### config.mk
export PLATFORM = sky130hd
export DESIGN_NAME = pad_input_decoder
export DESIGN_NICKNAME = d
export VERILOG_FILES = /design/src/rtl/controller_pkg.sv /design/src/rtl/pad_serial_shifter.sv /design/src/rtl/pad_input_decoder.sv
export SDC_FILE = /design/constraint.sdc
export NUM_CORES = 1
export LEC_CHECK = 0
export ABC_AREA = 0
export BUFFER_PORTS_ARGS = -buffer_cell sky130_fd_sc_hd__buf_2
export CORE_AREA = 2 2 103 105
export DETAILED_ROUTE_END_ITERATION = 10
export DIE_AREA = 0 0 105 107
export GPL_TIMING_DRIVEN = 0
export HOLD_SLACK_MARGIN = 0.06
export PLACE_DENSITY_LB_ADDON = 0.2
export SLEW_MARGIN = 15
export SYNTH_ARGS = -nofsm -noshare
export SYNTH_HDL_FRONTEND = slang
export SYNTH_HIERARCHICAL = 1
export SYNTH_SLANG_ARGS = --single-unit
### constraint.sdc
create_clock -name clk -period 6.6 [get_ports clk]
set_input_delay 0.33 -clock clk [delete_from_list [all_inputs] [get_ports clk]]
set_output_delay 0.33 -clock clk [all_outputs]
set_load 0.1 [all_outputs]
### src/rtl/controller_pkg.sv
// Shared gamepad definitions: logical button indices, SNES serial bit positions,
// shifter FSM states and the raw-to-button mapping.
package controller_pkg;

    localparam int unsigned NUM_BTNS   = 5;
    localparam int unsigned BTN_UP     = 0;
    localparam int unsigned BTN_DOWN   = 1;
    localparam int unsigned BTN_LEFT   = 2;
    localparam int unsigned BTN_RIGHT  = 3;
    localparam int unsigned BTN_ATTACK = 4;

    localparam int unsigned SNES_B     = 0;
    localparam int unsigned SNES_UP    = 4;
    localparam int unsigned SNES_DOWN  = 5;
    localparam int unsigned SNES_LEFT  = 6;
    localparam int unsigned SNES_RIGHT = 7;
    localparam int unsigned SNES_A     = 8;

    typedef enum logic [1:0] {
        ST_IDLE,
        ST_LATCH,
        ST_SHIFT,
        ST_DONE
    } pad_state_t;

    // Raw bits are active-low; B and A both count as attack.
    function automatic logic [NUM_BTNS-1:0] map_buttons(input logic [15:0] raw);
        logic [NUM_BTNS-1:0] mask;
        mask             = '0;
        mask[BTN_UP]     = ~raw[SNES_UP];
        mask[BTN_DOWN]   = ~raw[SNES_DOWN];
        mask[BTN_LEFT]   = ~raw[SNES_LEFT];
        mask[BTN_RIGHT]  = ~raw[SNES_RIGHT];
        mask[BTN_ATTACK] = ~raw[SNES_B] | ~raw[SNES_A];
        return mask;
    endfunction

endpackage

### src/rtl/pad_serial_shifter.sv
// Pad transaction engine: latch pulse, pad clock generation, pad_data
// synchroniser and 16-bit capture (bit 0 first, stored at raw[0]).
module pad_serial_shifter
    import controller_pkg::*;
#(
    parameter int unsigned CLK_DIV = 150
) (
    input  logic        clk,
    input  logic        rst_n,
    input  logic        start,
    input  logic        pad_data,
    output logic        pad_latch,
    output logic        pad_clk,
    output logic        idle,
    output logic        done,
    output logic [15:0] raw
);

    localparam int unsigned CW = $clog2(2 * CLK_DIV);
    localparam logic [CW-1:0] LATCH_LAST = CW'(2 * CLK_DIV - 1);
    localparam logic [CW-1:0] HALF_LAST  = CW'(CLK_DIV - 1);

    pad_state_t    state_q, state_d;
    logic [CW-1:0] cnt_q, cnt_d;
    logic [3:0]    bit_q, bit_d;
    logic          low_q, low_d;
    logic [15:0]   shreg_q, shreg_d;
    logic [1:0]    sync_q;

    always_ff @(posedge clk or negedge rst_n) begin
        if (!rst_n) begin
            state_q <= ST_IDLE;
            cnt_q   <= '0;
            bit_q   <= '0;
            low_q   <= 1'b0;
            shreg_q <= '1;
            sync_q  <= '1;
        end else begin
            state_q <= state_d;
            cnt_q   <= cnt_d;
            bit_q   <= bit_d;
            low_q   <= low_d;
            shreg_q <= shreg_d;
            sync_q  <= {sync_q[0], pad_data};
        end
    end

    always_comb begin
        state_d = state_q;
        cnt_d   = cnt_q;
        bit_d   = bit_q;
        low_d   = low_q;
        shreg_d = shreg_q;
        case (state_q)
            ST_IDLE: begin
                if (start) begin
                    state_d = ST_LATCH;
                    cnt_d   = '0;
                end
            end
            ST_LATCH: begin
                if (cnt_q == LATCH_LAST) begin
                    state_d = ST_SHIFT;
                    cnt_d   = '0;
                    bit_d   = '0;
                    low_d   = 1'b0;
                end else begin
                    cnt_d = cnt_q + CW'(1);
                end
            end
            ST_SHIFT: begin
                if (cnt_q == HALF_LAST) begin
                    cnt_d = '0;
                    if (!low_q) begin
                        // Sample on the last high cycle; no low phase follows bit 15.
                        shreg_d = {sync_q[1], shreg_q[15:1]};
                        if (bit_q == 4'd15) begin
                            state_d = ST_DONE;
                        end else begin
                            low_d = 1'b1;
                        end
                    end else begin
                        low_d = 1'b0;
                        bit_d = bit_q + 4'd1;
                    end
                end else begin
                    cnt_d = cnt_q + CW'(1);
                end
            end
            ST_DONE: begin
                // A poll already due chains straight into the next latch.
                if (start) begin
                    state_d = ST_LATCH;
                    cnt_d   = '0;
                end else begin
                    state_d = ST_IDLE;
                end
            end
            default: state_d = ST_IDLE;
        endcase
    end

    assign pad_latch = (state_q == ST_LATCH);
    assign pad_clk   = !((state_q == ST_SHIFT) && low_q);
    assign idle      = (state_q == ST_IDLE);
    assign done      = (state_q == ST_DONE);
    assign raw       = shreg_q;

endmodule

### src/rtl/pad_input_decoder.sv
// SNES-style gamepad poller producing held mask and per-frame pressed/released edges.
// Optional PAD_DEBOUNCE_EN: accept a mask only after two identical consecutive frames.
module pad_input_decoder
    import controller_pkg::*;
#(
    parameter int unsigned CLK_DIV     = 150,
    parameter int unsigned POLL_PERIOD = 416667
) (
    input  logic                clk,
    input  logic                reset,
    input  logic                pad_data,
    output logic                pad_latch,
    output logic                pad_clk,
    output logic [9:0]          input_data,
    output logic [NUM_BTNS-1:0] buttons_held,
    output logic                frame_valid
);

    localparam logic [19:0] POLL_RELOAD = 20'(POLL_PERIOD - 1);

    logic [19:0]         timer_q;
    logic                start, idle, done, accept;
    logic [15:0]         raw;
    logic [NUM_BTNS-1:0] new_mask;

    pad_serial_shifter #(.CLK_DIV(CLK_DIV)) u_shifter (
        .clk       (clk),
        .rst_n     (reset),
        .start     (start),
        .pad_data  (pad_data),
        .pad_latch (pad_latch),
        .pad_clk   (pad_clk),
        .idle      (idle),
        .done      (done),
        .raw       (raw)
    );

    assign start    = (timer_q == '0) && (idle || done);
    assign new_mask = map_buttons(raw);

    always_ff @(posedge clk or negedge reset) begin
        if (!reset) begin
            timer_q <= '0;
        end else if (start) begin
            timer_q <= POLL_RELOAD;
        end else if (timer_q != '0) begin
            timer_q <= timer_q - 20'd1;
        end
    end

`ifdef PAD_DEBOUNCE_EN
    logic [NUM_BTNS-1:0] cand_q;

    always_ff @(posedge clk or negedge reset) begin
        if (!reset) begin
            cand_q <= '0;
        end else if (done) begin
            cand_q <= new_mask;
        end
    end

    assign accept = done && (new_mask == cand_q);
`else
    assign accept = done;
`endif

    // buttons_held doubles as the previously accepted mask for edge detection.
    always_ff @(posedge clk or negedge reset) begin
        if (!reset) begin
            input_data   <= '0;
            buttons_held <= '0;
            frame_valid  <= 1'b0;
        end else begin
            input_data  <= '0;
            frame_valid <= done;
            if (accept) begin
                input_data   <= {new_mask & ~buttons_held, buttons_held & ~new_mask};
                buttons_held <= new_mask;
            end
        end
    end

endmodule
# [Word-level counts from Yosys, hierarchy flattened]
# Cells that the tools add are included.
[word_totals] regBits=70 out_inout_bits=18 word_cells=75
[classes] add_sub_neg=3 eq_ne=13 n_mux=23 bitwise_logic=12 n_reduce_logical=14
[ops] cell="$mux W20" count=2
[ops] cell="$mux W9" count=3
[ops] cell="$pmux W9 S3" count=1
[ops] cell="$logic_not A20 Y1" count=1
[ops] cell="$reduce_bool A20 Y1" count=1
[ops] cell="$sub A20 B1 Y20 const B" count=1
[ops] cell="$mux W4" count=3
[ops] cell="$and A5 B5 Y5" count=2
[ops] cell="$mux W10" count=1
[ops] cell="$mux W2" count=5
[ops] cell="$ne A2 B1 Y1 const B" count=5
[ops] cell="$not A5 Y5" count=2
[ops] cell="$add A9 B1 Y9 const B" count=1
[ops] cell="$eq A9 B8 Y1 const B" count=1
[ops] cell="$eq A9 B9 Y1 const B" count=1
[ops] cell="$pmux W2 S4" count=1
[ops] cell="$pmux W4 S2" count=1
[ops] cell="$not A1 Y1" count=7
[ops] cell="$reduce_and A3 Y1" count=2
[ops] cell="$mux W1" count=5
[ops] cell="$reduce_and A5 Y1" count=1
[ops] cell="$add A4 B1 Y4 const B" count=1
[ops] cell="$eq A2 B2 Y1 const B" count=2
[ops] cell="$eq A4 B4 Y1 const B" count=1
[ops] cell="other kinds (11)" count=14

# [Logic depth before layout (Yosys ltp)]
[logic_depth] word_depth=5 mapped_depth=10 ltp_nobuf=9

# [Hierarchy]
# Netlist, hierarchy kept.
[modules_own_cells] module="pad_serial_shifter" instances=1 cells_each=156 area_per_inst_um2=1774.2 seq_area_each_um2=873.3
[modules_own_cells] module="pad_input_decoder" instances=1 cells_each=161 area_per_inst_um2=1704.1 seq_area_each_um2=900.9

# [Least setup slack after synthesis]
# No wires, ideal clock.
[synth_timing] path_type="register to register" from="register timer_q[0]" to="register u_shifter.state_q[1]" arrival_time_ns=2.884 slack_ns=3.591 path_stages_with_launch=11 n_path_buf=1 period_less_slack_ns=3.009 cell_sequence="dfrtp_1 > inv_1 > ha_1 > or4b_4 > or3_1 > buf_6 > nor3b_1 > inv_1 > a221o_1 > nor3_1 > mux2_2"
[synth_between] elab_chain_cells=4
[synth_rtl] element="from (decl)" line_no="pad_input_decoder.sv:21" text="logic [19:0] timer_q;"
[synth_rtl] element="from (signal assigned)" line_no="pad_input_decoder.sv:47" text="timer_q <= timer_q - 20'd1;"
[synth_rtl] element="$logic_not A20 Y1" line_no="pad_input_decoder.sv:38" text="assign start = (timer_q == '0) && (idle || done);"
[synth_rtl] element="$logic_and A1 B1 Y1" line_no="pad_input_decoder.sv:38"
[synth_rtl] element="via start" line_no="pad_input_decoder.sv:22" text="logic start, idle, done, accept;"
[synth_rtl] element="$ne A2 B2 Y1 (no line)"
[synth_rtl] element="$reduce_and A5 Y1 (no line)"
[synth_rtl] element="to (signal assigned)" line_no="pad_serial_shifter.sv:39" text="state_q <= state_d;"
[synth_rtl] element="to (decl)" line_no="pad_serial_shifter.sv:23" text="pad_state_t state_q, state_d;"
# The timed path passes the listed nets, and every way through them passes these cells.
# A chain may end at the register's enable or synchronous reset.

# [Worst setup path after layout]
# Same ends and word-level chain as after synthesis.

==> impl_metrics.csv <==
group,metric,value,unit
clock_tree,cts.path.max_buffers,2,
global_route,grtUsageMet1,17.3,%
yosys,ys_seq_area_share,51.0,%
sta,setup_violations,0,
setup_path,r2r_slack,3210,ps
yosys,syn_nets,329,
drt,routedWlPerCell,13.5,um
drt,drtIter0Drc,85,
yosys,async_reset_ff_share,100,%
clock_tree,cts_tree,"yes",
drt,drtPass1Iterations,4,
setup_path,start_kind,"register",
outcome,status,"finished, final reports clean",
power,peakVddDrop,0.135,mV
clock_tree,postCtsSetupBuffers,0,
global_route,met2_usage,20.2,%
global_route,grt_max_degree,52,
sta,finalHoldViolations,0,
global_route,grt_pass1_wl,11.7,mm
floorplan,fp-row-count,37,
global_route,grt_pass1_vias,2390,
floorplan,die_x,105,um
layout,area_delta_synth_final,14.5,%
worst_hold_path,hold_depth,0,
yosys,yosys_warnings,6,
setup_path,cpMostUsedCell,"inv_1",
setup_path,worstPathArrival,3630,ps
sta,max_slew_margin,45.7,%
clock_tree,cts_root_buffer,"clkbuf_8",
drt,wirelength,6.64,mm
layout,layout.nets,363,
setup_path,path_cells,"inv_1 > ha_1 > or4b_4 > or3_1 > buf_6 > nor3b_1 > inv_1 > a221o_1 > nor3_1 > mux2_2",
drt,drtAntennaViolNets,0,
yosys,syn_avg_cell_area,11.0,um^2
flow_run,drv_cap,0,
clock_tree,cts.clk_slew.worst_paths,80,ps
power,powerDensity,193,nW/um^2
sta,finClkSkew,15.9,ps
layout,regArea,1770,um^2
setup_path,critPathMaxStageDelay,550,ps
sta,max_freq,0.295,GHz
global_route,grt_use_met3,4.38,%
floorplan,die-height,107,um
layout,num_antenna_cells,0,
sta,fin_ws,3210,ps
worst_hold_path,min_path_type,"reg -> reg",
placed_design,gp_congestion,0.788,
floorplan,core_area,10100,um^2
sta,hold-worst-slack,359,ps
setup_path,cpMaxStageDelayCell,"nor3b_1",
yosys,synth_cell_type_count,57,
layout,multi_input_area,1590,um^2
layout,postLayoutCoreUtil,39.5,%
yosys,postSynthRegisterBits,70,
worst_hold_path,worstHoldStart,"u_shifter/sync_q[0]$_DFF_PN1_",
yosys,synth_cells,317,
setup_path,path_delay_family,"simple AND/OR/NAND/NOR gates",
sta,period_minus_slack,3390,ps
sta,setup_tns,0,ps
layout,drive_above_1_share,27.2,%
setup_path,worstPathRequired,6840,ps
layout,nFillCells,1061,
placed_design,place_area,3780,um^2
floorplan,ioPinCount,21,
global_route,globalRoute.busiestLayer,"met2",
setup_path,critPathBufInv,3,
floorplan,initial_core_util,34.5,%
yosys,synth_edf_count,0,
placed_design,pre_cts_ws,3250,ps
sta,maxSlewViolCount,0,
global_route,overflow,0,
sta,rsz0062_at_grt,"no",
global_route,track_usage,13.0,%
placed_design,port_buffers,20,
floorplan,dieArea,11200,um^2
global_route,antenna_found_initial,0,
clock_tree,clock-sinks,70,
clock_tree,h-tree-depth,3,
clock_tree,clkLatencyLatePin,360,ps
setup_path,reg2reg_from,"timer_q[0]$_DFFE_PN0P_",
setup_path,worstPathMaxFanout,8,
yosys,synth_ff_type,"dfrtp_1",
setup_path,critPathCaptureType,"register",
worst_hold_path,hold_path_end,"u_shifter/sync_q[1]$_DFF_PN1_",
sta,period_share,51.4,%
layout,fin_area,3980,um^2
setup_path,path_class,"reg -> reg",
drt,routed_via_density,4.97,
setup_path,rr_endpoint,"u_shifter/state_q[1]$_DFFE_PN0P_",
clock_tree,cts_made_buffers,9,
yosys,netlist_area,3480,um^2
setup_path,worst_r2r_path_depth,10,
placed_design,dp.final_hpwl,4.48,mm
drt,vias,2443,
drt,drc,0,
power,p_leak,1.67,nW
sta,max_slew.worst_pin.slew,808,ps
## placed cells by master (no fill, tap or decap), types with 3 or more instances in the layout
cell type / count
nor2b_1: 3
or3_1: 6
clkbuf_1: 3
nand2b_1: 7
nor3b_1: 3
and4b_1: 3
nand4_1: 4
o21ai_0: 15
dfstp_2: 18
buf_2: 23
mux2_2: 21
nor4_1: 7
nor3_1: 11
a31oi_1: 4
or4_1: 4
inv_1: 14
nand2_1: 19
o211ai_1: 4
buf_4: 3
and2_1: 4
inv_6: 3
nand3_1: 10
a211oi_1: 6
a21boi_0: 5
dfrtp_1: 52
ha_1: 9
nor2_1: 23
clkbuf_8: 9
a21oi_1: 8
and3_1: 5
xnor2_1: 4
o22ai_1: 3
## worst max path at each step
stage                           start                                to  slack, ps  depth (start not counted)
2_1_floorplan  timer_q[0]$_DFFE_PN0P_  u_shifter/state_q[1]$_DFFE_PN0P_       3590                         10
3_3_place_gp   timer_q[0]$_DFFE_PN0P_  u_shifter/state_q[1]$_DFFE_PN0P_       3280                         10
3_5_place_dp   timer_q[0]$_DFFE_PN0P_  u_shifter/state_q[1]$_DFFE_PN0P_       3250                         10
4_1_cts        timer_q[0]$_DFFE_PN0P_  u_shifter/state_q[1]$_DFFE_PN0P_       3240                         10
5_1_grt        timer_q[0]$_DFFE_PN0P_  u_shifter/state_q[1]$_DFFE_PN0P_       3020                         10
6_report       timer_q[0]$_DFFE_PN0P_  u_shifter/state_q[1]$_DFFE_PN0P_       3210                         10
## cells by family (layout without fill, tap and decap cells)
family	count (synthesis)	after routing	share of synthesized area (%)
fa+ha+maj	9	9	3.24
compound gates	62	62	12.1
buf+inv	25	64	3.31
xor+xnor	6	6	1.51
simple gates	122	122	21.4
mux	23	23	7.37
flops	70	70	51.0
## per-stage QoR
stage               power (W)  std cells
detailed placement   0.000450        474
finish               0.000769        492
global placement     0.000448        473
global route         0.000810        492
CTS                  0.000785        492
floorplan            0.000438        317
## synthesized netlist by cell type (2+ instances only)
| library cell | instances | area [um^2] |
|---|---|---|
| a211oi_1 | 6 | 45.0 |
| a21boi_0 | 5 | 37.5 |
| a21boi_2 | 2 | 22.5 |
| a21oi_1 | 8 | 40.0 |
| a22o_1 | 2 | 17.5 |
| a31oi_1 | 4 | 25.0 |
| and2_1 | 4 | 25.0 |
| and3_1 | 5 | 31.3 |
| and4b_1 | 3 | 30.0 |
| and4bb_2 | 2 | 25.0 |
| buf_2 | 4 | 20.0 |
| buf_4 | 2 | 15.0 |
| clkbuf_1 | 3 | 11.3 |
| dfrtp_1 | 52 | 1300 |
| dfstp_2 | 18 | 473 |
| ha_1 | 9 | 113 |
| inv_1 | 14 | 52.6 |
| mux2_2 | 21 | 236 |
| mux2i_1 | 2 | 20.0 |
| nand2_1 | 19 | 71.3 |
| nand2b_1 | 7 | 43.8 |
| nand3_1 | 10 | 50.1 |
| nand4_1 | 4 | 25.0 |
| nor2_1 | 23 | 86.3 |
| nor2b_1 | 3 | 18.8 |
| nor3_1 | 11 | 55.1 |
| nor3b_1 | 3 | 22.5 |
| nor4_1 | 7 | 43.8 |
| nor4b_1 | 2 | 17.5 |
| nor4b_4 | 2 | 47.6 |
| o211ai_1 | 4 | 30.0 |
| o21a_1 | 2 | 15.0 |
| o21ai_0 | 15 | 75.1 |
| o22ai_1 | 3 | 18.8 |
| o31ai_1 | 2 | 15.0 |
| or3_1 | 6 | 37.5 |
| or4_1 | 4 | 30.0 |
| xnor2_1 | 4 | 35.0 |
| xor2_1 | 2 | 17.5 |
## routing by layer
metal | vias up | part of all wire (%)
met5 | - | 0
met4 | 0 | 1.3
met3 | 10 | 3.7
met2 | 36 | 46
met1 | 1166 | 49
li1 | 1231 | -
## flip-flops by register name, indices dropped and copies added, names as in the netlist
| name | flops |
|---|---|
| buttons_held | 5 |
| u_shifter/low_q | 1 |
| timer_q | 20 |
| input_data | 10 |
| u_shifter/state_q | 2 |
| frame_valid | 1 |
| u_shifter/cnt_q | 9 |
| u_shifter/bit_q | 4 |
| u_shifter/raw | 16 |
| u_shifter/sync_q | 2 |
## power breakdown
part	leakage (nW)	internal, W	switching, W
clock network	0.0888	0.000143	0.000184
registers	0.841	0.000430	0.000000128
logic	0.739	0.00000307	0.00000862
## worst register-to-register path: stages, from the launching register on
cell and delay [ps]:
dfrtp_1 390, inv_1 100, ha_1 200, or4b_4 480
or3_1 330, buf_6 150, nor3b_1 550, inv_1 90
a221o_1 380, nor3_1 250, mux2_2 370
## repair_timing
item,in CTS,in global routing
resized for setup,0,0
hold buffers,2,0
endpoints found under the hold margin,17,0
## final cells by class
type,count,area share [%]
Buffer,11,1.57
Clock buffer,9,3.11
Clock inverter,7,1.54
Inverter,14,1.32
Multi-Input combinational cell,222,39.9
Sequential cell,70,44.5
Tap cell,136,4.27
Timing Repair Buffer,23,3.77
Power figures use the tool's default switching activity.
